`config.mk`:
```
export PLATFORM = sky130hd
export DESIGN_NAME = demux1_2_buf
export DESIGN_NICKNAME = d
export VERILOG_FILES = /design/src/rtl/demux1_2_buf_pkg.sv /design/src/rtl/demux_fifo.sv /design/src/rtl/demux1_2_buf.sv
export SDC_FILE = /design/constraint.sdc
export NUM_CORES = 1
export LEC_CHECK = 0
export CAP_MARGIN = 20
export CORE_ASPECT_RATIO = 1.75
export CORE_MARGIN = 3
export CORE_UTILIZATION = 55
export CTS_CLUSTER_SIZE = 40
export DETAILED_ROUTE_END_ITERATION = 6
export PLACE_DENSITY = 0.83
export SLEW_MARGIN = 25
export SYNTH_ARGS = -nofsm -noshare
export SYNTH_HDL_FRONTEND = slang
export SYNTH_HIERARCHICAL = 1
export SYNTH_SLANG_ARGS = --single-unit
```
`constraint.sdc`:
```
create_clock -name clk -period 5.7 [get_ports clk]
set_input_delay 1.14 -clock clk [delete_from_list [all_inputs] [get_ports clk]]
set_output_delay 1.14 -clock clk [all_outputs]
set_load 0.02 [all_outputs]
```
`src/rtl/demux1_2_buf_pkg.sv`:
```
// Shared constants and types for the buffered 1-to-2 demultiplexer.
// Select encoding and default sizing live here so the top and the bench agree on them.
package demux1_2_buf_pkg;

    localparam logic DEMUX_SEL_A = 1'b0;
    localparam logic DEMUX_SEL_B = 1'b1;

    localparam int DEMUX_WIDTH = 32;
    localparam int DEMUX_DEPTH = 2;

    typedef enum logic {
        DEST_A = DEMUX_SEL_A,
        DEST_B = DEMUX_SEL_B
    } dest_e;

endpackage : demux1_2_buf_pkg

```
`src/rtl/demux_fifo.sv`:
```
// Synchronous first-word-fall-through FIFO used once per demux destination.
// Head is a plain mux from the array; the data output is forced to zero while empty.
module demux_fifo #(
    parameter int WIDTH = 32,
    parameter int DEPTH = 2
) (
    input  logic                         clk,
    input  logic                         reset,
    input  logic                         i_push,
    input  logic [WIDTH-1:0]             i_push_data,
    input  logic                         i_pop_ready,
    output logic                         o_valid,
    output logic [WIDTH-1:0]             o_data,
    output logic                         o_full,
    output logic [$clog2(DEPTH+1)-1:0]   o_count
);

    localparam int PW = $clog2(DEPTH);
    localparam int CW = $clog2(DEPTH + 1);

    logic [WIDTH-1:0] r_mem [DEPTH];
    logic [PW-1:0]    r_wr_ptr;
    logic [PW-1:0]    r_rd_ptr;
    logic [CW-1:0]    r_count;

    logic w_empty;
    logic w_do_push;
    logic w_do_pop;

    // NOTE: every signal driven here gets a value on every path, otherwise a latch is inferred.
    always_comb begin
        w_empty   = (r_count == '0);
        o_full    = (r_count == CW'(DEPTH));
        o_valid   = ~w_empty & ~reset;
        o_data    = o_valid ? r_mem[r_rd_ptr] : '0;
        o_count   = r_count;
        w_do_push = i_push & ~o_full;
        w_do_pop  = o_valid & i_pop_ready;
    end

    // NOTE: sequential state uses non-blocking assignments so all flops update together.
    always_ff @(posedge clk) begin
        if (reset) begin
            r_wr_ptr <= '0;
            r_rd_ptr <= '0;
            r_count  <= '0;
        end else begin
            if (w_do_push) begin
                r_wr_ptr <= r_wr_ptr + PW'(1);
            end
            if (w_do_pop) begin
                r_rd_ptr <= r_rd_ptr + PW'(1);
            end
            case ({w_do_push, w_do_pop})
                2'b10:   r_count <= r_count + CW'(1);
                2'b01:   r_count <= r_count - CW'(1);
                default: r_count <= r_count;
            endcase
        end
    end

    // NOTE: storage is deliberately not reset; pointers and count alone define what is valid.
    always_ff @(posedge clk) begin
        if (w_do_push) begin
            r_mem[r_wr_ptr] <= i_push_data;
        end
    end

endmodule : demux_fifo

```
`src/rtl/demux1_2_buf.sv`:
```
// Buffered 1-to-2 demultiplexer: steers each accepted word into FIFO A or B by in_sel,
// so a stalled consumer on one side never blocks traffic to the other.
module demux1_2_buf
    import demux1_2_buf_pkg::*;
#(
    parameter int WIDTH = DEMUX_WIDTH,
    parameter int DEPTH = DEMUX_DEPTH
) (
    input  logic                         clk,
    input  logic                         reset,
    input  logic                         in_valid,
    output logic                         in_ready,
    input  logic                         in_sel,
    input  logic [WIDTH-1:0]             in_data,
    output logic                         outa_valid,
    input  logic                         outa_ready,
    output logic [WIDTH-1:0]             outa_data,
    output logic [$clog2(DEPTH+1)-1:0]   outa_count,
    output logic                         outb_valid,
    input  logic                         outb_ready,
    output logic [WIDTH-1:0]             outb_data,
    output logic [$clog2(DEPTH+1)-1:0]   outb_count
);

    dest_e w_dest;
    logic  w_full_a;
    logic  w_full_b;
    logic  w_accept;
    logic  w_push_a;
    logic  w_push_b;

    // Ready looks only at the selected FIFO's full flag, never at same-cycle pops.
    always_comb begin
        w_dest   = dest_e'(in_sel);
        in_ready = (w_dest == DEST_B) ? ~w_full_b : ~w_full_a;
        w_accept = in_valid & in_ready;
        w_push_a = w_accept & (w_dest == DEST_A);
        w_push_b = w_accept & (w_dest == DEST_B);
    end

    demux_fifo #(
        .WIDTH (WIDTH),
        .DEPTH (DEPTH)
    ) u_fifo_a (
        .clk         (clk),
        .reset       (reset),
        .i_push      (w_push_a),
        .i_push_data (in_data),
        .i_pop_ready (outa_ready),
        .o_valid     (outa_valid),
        .o_data      (outa_data),
        .o_full      (w_full_a),
        .o_count     (outa_count)
    );

    demux_fifo #(
        .WIDTH (WIDTH),
        .DEPTH (DEPTH)
    ) u_fifo_b (
        .clk         (clk),
        .reset       (reset),
        .i_push      (w_push_b),
        .i_push_data (in_data),
        .i_pop_ready (outb_ready),
        .o_valid     (outb_valid),
        .o_data      (outb_data),
        .o_full      (w_full_b),
        .o_count     (outb_count)
    );

endmodule : demux1_2_buf

```
==> results_dict.tcl, run 1 <==
set metrics [dict create \
    r2r_cells 7 \
    detailed_place_hpwl_um 6847 \
    clock_sinks 138 \
    power_frac_comb 0.138 \
    whs_endpoint "u_fifo_a/r_wr_ptr" \
    post-synth-top-area-fraction 0.7193 \
    setup_crit_path_kind "in2out" \
    post-cts-setup-buffers 0 \
    max_slew_margin 0.3251 \
    layout.cells.most_common "sky130_fd_sc_hd__edfxtp_1" \
    max_clock_freq_mhz 217.9 \
    clock_tree.buffer_depth 2 \
    drtIter0Drc 144 \
    synthDominantAreaCellType "sky130_fd_sc_hd__edfxtp_1" \
    min_period_over_period 0.8051 \
    grt_start_max_net_pins 33 \
    overflow 0 \
    tritoncts "built" \
    hold_path.class "reg2reg" \
    floorplan.rows 47 \
    number_of_cells_in_the_design_after_placement 551 \
    postSynth.asyncResetShare 0 \
    place_congestion 0.8010 \
    route.detailed.wl_per_inst_um 18.90 \
    grt_antenna_before_repair 0 \
    postSynthCellCount 333 \
    power.share.sequential 0.455 \
    cts.hold.buffers_added 0 \
    cap_violations 0 \
    power.switching_w 0.0006514 \
    drive_above_1_share 0.09544 \
    setup_viol_count_final 0 \
    avgSynthCellArea_um2 16.05 \
    start_kind "input port" \
    placement.io_buffers 108 \
    synth_cell_types 21 \
    starting_density 0.5644 \
    power.static_leakage_nw 2.370 \
    design.core.area_um2 9468 \
    cp_data_arrival_time_ns 3.45 \
    post-route-worst-setup-slack_ns 1.111 \
    final-hold-violation-count 0 \
    worstReg2RegStart "u_fifo_a/o_count[0]" \
    synth_enable_flop_cells 128 \
    clk_transition_reported_paths_ns 0.05 \
    period_minus_slack_ns 4.589 \
    pwr-share-clk 0.407 \
    timing_worst_slew_pin_value_ns 1.011 \
    cts_inserted_buffers 17 \
    most-common-layout-cells "sky130_fd_sc_hd__edfxtp_1, sky130_fd_sc_hd__clkdlybuf4s50_1, sky130_fd_sc_hd__nor2_1, sky130_fd_sc_hd__mux2i_1, sky130_fd_sc_hd__clkbuf_16" \
    insertion_delay_ns 0.41 \
    layout.filler_cells 548 \
    clock_root_buffer "sky130_fd_sc_hd__clkbuf_16" \
    synth_area_um2 5344 \
    dr_total_vias 3096 \
    holdCritStartpoint "u_fifo_a/r_wr_ptr" \
    post_drt_via_cell_ratio 5.310 \
    die_area_um2 10980 \
    layout.nets 488 \
    ff2ff_setup_slack_ns 2.74 \
    drt_wl_total_um 11020 \
    grt_pass1_vias 3137 \
    htree_levels 4 \
    hold_depth 2 \
    dpl_worst_slack_ns 1.086 \
    count_of_nets_left_with_antenna_violations_after_detail_routing 0 \
    synth-seq-area-share 0.7567 \
    ys_top_cells_by_area "sky130_fd_sc_hd__edfxtp_1, sky130_fd_sc_hd__mux2i_1, sky130_fd_sc_hd__nor2_1" \
    timing.critical_path.to_type "output port" \
    post_cts_resize_count 0 \
    seq_area_um2 4051 \
    first_pass_iters 4 \
    timing.setup.tns_ns 0 \
    horizontal_die_dimension_um 80.51 \
    dominantRegCellSynth "sky130_fd_sc_hd__edfxtp_1" \
    critPathMaxFanout 18 \
    timing.final.max_slew_violations 0 \
    internal-power_w 0.002048 \
    power.share.switching 0.2413 \
    timing.critical_path.required_ns 4.56 \
    floorplan.die.height_um 136.4 \
    irDropWorstVdd_mv 0.3079 \
    critical_register_to_register_path_endpoint "u_fifo_a/r_mem[0][2]" \
    timing.clock.skew_ns 0.004383 \
    wire_length_of_the_first_global_routing_pass_um 16550 \
    pwr_density_cell_nw_per_um2 379.6 \
    drc_errors 0 \
    synth.ff_latch_count 138 \
    i_o_pins 109 \
    synth_nets 373 \
    grt_util_all_layers 0.2135 \
    synthToLayoutAreaGrowth_pct 33.06 \
    yosys_warnings 6 \
    insertedDiodeCount 0 \
    final_cell_count_no_fill 583 \
    rsz0062_at_grt "false" \
    outcome "finished clean" \
    multi_input_area_um2 1155 \
]
==> worst max-delay path, cell delays in order <==
cell                              delay [ns]
sky130_fd_sc_hd__clkdlybuf4s50_1        0.60
sky130_fd_sc_hd__or2_1                  0.55
sky130_fd_sc_hd__buf_4                  0.32
sky130_fd_sc_hd__nor2_1                 0.19
sky130_fd_sc_hd__clkdlybuf4s50_1        0.65
==> through the flow <==
stage                     instance area, µm²  hold WS [ns]    util  total power, W
after floorplan                         5344        0.4518       -        0.001453
after global placement                  6495        0.4694  0.6860        0.001613
after detailed placement                6495        0.4940  0.6860        0.001623
after CTS                               7106        0.5088  0.7505        0.002720
after global routing                    7111        0.5322  0.7510        0.002801
final                                   7111        0.5002  0.7510        0.002699
==> power by group through the flow <==
| stage | Combinational [W] | Sequential (W) | Clock [W] |
|---|---|---|---|
| after floorplan | 0.000244 | 0.00121 | 0 |
| after global routing | 0.000401 | 0.00123 | 0.00117 |
| after CTS | 0.000381 | 0.00123 | 0.00111 |
| after global placement | 0.000370 | 0.00124 | 0 |
| after detailed placement | 0.000377 | 0.00125 | 0 |
| final | 0.000374 | 0.00123 | 0.00110 |
==> layer usage <==
metal  share of wire  global-route usage
met4           0.023             0.08835
met3           0.050             0.08156
met1            0.36              0.2271
met2            0.57              0.3727
met5               0                   0
==> flip-flops by register name, summed over array words and instances, names as in the netlist, named ones only <==
| signal | cells |
|---|---|
| u_fifo_b/r_wr_ptr | 1 |
| u_fifo_b/o_count | 2 |
| u_fifo_a/r_mem | 64 |
| u_fifo_a/r_rd_ptr | 1 |
| u_fifo_b/r_mem | 64 |
| u_fifo_a/r_wr_ptr | 1 |
| u_fifo_b/r_rd_ptr | 1 |
| u_fifo_a/o_count | 2 |
==> how the worst max path moves through the flow <==
stage	startpoint	endpoint	slack (ns)	depth (start not counted)
after detailed placement	reset	outb_data[31]	1.09	5
after CTS	reset	outb_data[31]	1.09	5
after floorplan	reset	outa_data[10]	2.63	4
after global routing	reset	outb_data[4]	1.01	5
final	reset	outb_data[31]	1.11	5
after global placement	reset	outb_data[31]	1.09	5
==> area by class of cell <==
type                            instances  area share
Clock buffer                           18     0.06176
Clock inverter                         14     0.02411
Inverter                                8    0.004223
Multi-Input combinational cell        171      0.1624
Sequential cell                       138      0.5698
Tap cell                              122     0.02147
Timing Repair Buffer                  112      0.1563
==> cell usage after synthesis (all sizes together) (2+ instances only) <==
library cell and number:
edfxtp 128, dfxtp 10, a21oi 4, inv 8, and2 2, mux2i 65, nor2 72, nand2b 2
xnor2 2, buf 16, xor2 4, ha 2, nand2 2, or2 2, or3 4, o21ai 6
and3 2
==> cell families after synthesis <==
family,after synthesis,synth area share
compound gates,10,0.009366
xor+xnor,6,0.009834
fa+ha+maj,2,0.004682
buf+inv,24,0.02763
flops,138,0.7567
mux,65,0.1218
simple gates,88,0.07001
Note: power is estimated with default switching activity, not from simulation.
==> run 2: changes to the inputs <==
--- a/config.mk
+++ b/config.mk
@@ -8,10 +8,10 @@
 export CAP_MARGIN = 20
 export CORE_ASPECT_RATIO = 1.75
 export CORE_MARGIN = 3
-export CORE_UTILIZATION = 55
+export CORE_UTILIZATION = 46
 export CTS_CLUSTER_SIZE = 40
 export DETAILED_ROUTE_END_ITERATION = 6
-export PLACE_DENSITY = 0.83
+export PLACE_DENSITY = 0.74
 export SLEW_MARGIN = 25
 export SYNTH_ARGS = -nofsm -noshare
 export SYNTH_HDL_FRONTEND = slang
==> constraint.sdc (replaced) <==
create_clock -name clk -period 4 [get_ports clk]
set_input_delay 0.8 -clock clk [delete_from_list [all_inputs] [get_ports clk]]
set_output_delay 0.8 -clock clk [all_outputs]
set_load 0.02 [all_outputs]
==> run 2 against run 1 <==
  * Non-clock buffer count increased by 7
  * Critical path type unchanged
  * Die area increased by 18%
  * First-iteration DRC count increased by 6.3%
  * Hold slack about the same
  * Clock power increased by 54%
  * Global-route usage decreased by 3.3 points
  * Combinational power increased by 52%
  * Routed wire length decreased by 0.65%
==> results_dict.tcl, run 2 (synthesized netlist as in run 1, its figures left out) <==
set metrics [dict create \
    outcome "finished clean" \
    rsz0062_at_grt "false" \
    setup_crit_path_kind "in2out" \
    max_clock_freq_mhz 276.2 \
    grt_pass1_vias 3270 \
    insertion_delay_ns 0.41 \
    place_congestion 0.7131 \
    power.switching_w 0.0009378 \
    pwr-share-clk 0.424 \
    internal-power_w 0.003037 \
    detailed_place_hpwl_um 7061 \
    horizontal_die_dimension_um 87.48 \
    pwr_density_cell_nw_per_um2 551.5 \
    power_frac_comb 0.143 \
    hold_path.class "reg2reg" \
    grt_start_max_net_pins 34 \
    die_area_um2 13000 \
    timing.final.max_slew_violations 0 \
    post-cts-setup-buffers 0 \
    final-hold-violation-count 0 \
    placed_instance_area_um2 6560 \
    critPathMaxStageDelay_ns 0.63 \
    path_cells "clkdlybuf4s50_1 -> or2_1 -> buf_4 -> nor2_1 -> clkdlybuf4s50_1" \
    floorplan.die.height_um 148.6 \
    tritoncts "built" \
    clk_transition_reported_paths_ns 0.06 \
    grt_util_all_layers 0.1805 \
    cap_violations 0 \
    clock_tree.buffer_depth 2 \
    timing_worst_slew_pin_value_ns 0.9224 \
    count_of_nets_left_with_antenna_violations_after_detail_routing 0 \
    htree_levels 4 \
    post_cts_resize_count 0 \
    most-common-layout-cells "sky130_fd_sc_hd__edfxtp_1, sky130_fd_sc_hd__clkdlybuf4s50_1, sky130_fd_sc_hd__nor2_1, sky130_fd_sc_hd__mux2i_1, sky130_fd_sc_hd__clkbuf_16" \
    number_of_cells_in_the_design_after_placement 568 \
    worstReg2RegStart "u_fifo_a/o_count[0]" \
    irDropWorstVdd_mv 0.4496 \
    holdCritStartpoint "u_fifo_b/r_wr_ptr" \
    wire_length_of_the_first_global_routing_pass_um 17010 \
    max_slew_margin 0.3851 \
    cp_data_arrival_time_ns 2.82 \
    drt_wl_total_um 10950 \
    cts_inserted_buffers 17 \
    startpoint "reset" \
    drive_above_1_share 0.1068 \
    clock_sinks 138 \
    min_period_over_period 0.9050 \
    cpMostUsedCell "sky130_fd_sc_hd__clkdlybuf4s50_1" \
    crit_path_top_delay_cell "sky130_fd_sc_hd__clkdlybuf4s50_1" \
    power.static_leakage_nw 2.424 \
    drtIter0Drc 153 \
    insertedDiodeCount 0 \
    timing.critical_path.to_type "output port" \
    critPathMaxFanout 33 \
    route.detailed.wl_per_inst_um 18.25 \
    timing.setup.tns_ns 0 \
    timing.clock.skew_ns 0.008414 \
    synthToLayoutAreaGrowth_pct 34.89 \
    finalPower_w 0.003975 \
    critical_path_buf_inv_count 3 \
    design.core.area_um2 11230 \
    floorplan.rows 51 \
    drc_errors 0 \
    dr_total_vias 3079 \
    final_cell_count_no_fill 600 \
    layout.cells.most_common "sky130_fd_sc_hd__edfxtp_1" \
    period_minus_slack_ns 3.620 \
    layout.nets 495 \
    starting_density 0.4758 \
    crit_family "buffers and inverters" \
    power.share.switching 0.2359 \
    timing.critical_path.required_ns 3.20 \
    setup_viol_count_final 0 \
    grt_antenna_before_repair 0 \
    cts.hold.buffers_added 0 \
    postLayoutCellArea_um2 7208 \
    overflow 0 \
    first_pass_iters 4 \
    post_drt_via_cell_ratio 5.132 \
    power.share.sequential 0.433 \
    clock_root_buffer "sky130_fd_sc_hd__clkbuf_16" \
    start_kind "input port" \
    reg.largest.list "u_fifo_a/r_mem x64, u_fifo_b/r_mem x64" \
    i_o_pins 109 \
    placement.io_buffers 108 \
]
## run 2: metal layers
metal | up-vias | part of all wire | global-route usage
li1 | 1455 | - | -
met1 | 1536 | 0.37 | 0.1992
met2 | 82 | 0.57 | 0.3218
met3 | 6 | 0.042 | 0.05876
met4 | 0 | 0.012 | 0.05760
met5 | - | 0 | 0
## run 2: cell type report
class                   count  area, µm²
clock buffers              17      425.4
clock inverters            15      222.7
fillers                   818       4023
inverters                   8      30.03
multi-input cells         171       1155
flip-flops and latches    138       4046
well taps                 132      165.2
repair buffers            119       1164
## run 2: worst paths after layout
path	end	slack [ns]	cells after the start
max	outb_data[18]	0.38	5
min reg2reg	u_fifo_b/r_wr_ptr	0.50	2
min	u_fifo_b/r_wr_ptr	0.50	2
max reg2reg	u_fifo_a/r_mem[1][1]	1.73	4
## run 2: per-stage QoR
stage / setup slack, ns / hold slack, ns / util
after detailed placement: 0.3518 / 0.4896 / 0.5841
after floorplan: 1.486 / 0.4518 / -
after global placement: 0.3849 / 0.4683 / 0.5841
final: 0.3800 / 0.4997 / 0.6418
after global routing: 0.2678 / 0.5361 / 0.6418
after CTS: 0.3555 / 0.4976 / 0.6418
## run 2: power groups by stage
stage	Clock (W)	Sequential [W]	Combinational (W)
6_report	0.00169	0.00172	0.000568
5_1_grt	0.00179	0.00173	0.000612
4_1_cts	0.00171	0.00172	0.000577
3_5_place_dp	0	0.00175	0.000574
3_3_place_gp	0	0.00175	0.000566
2_1_floorplan	0	0.00172	0.000348
## run 2: tightest hold or removal path, delay by kind of cell (launching register included)
family         cells  cell delay (ns)
flip-flops         1             0.31
AO/OA/AOI/OAI      2             0.14
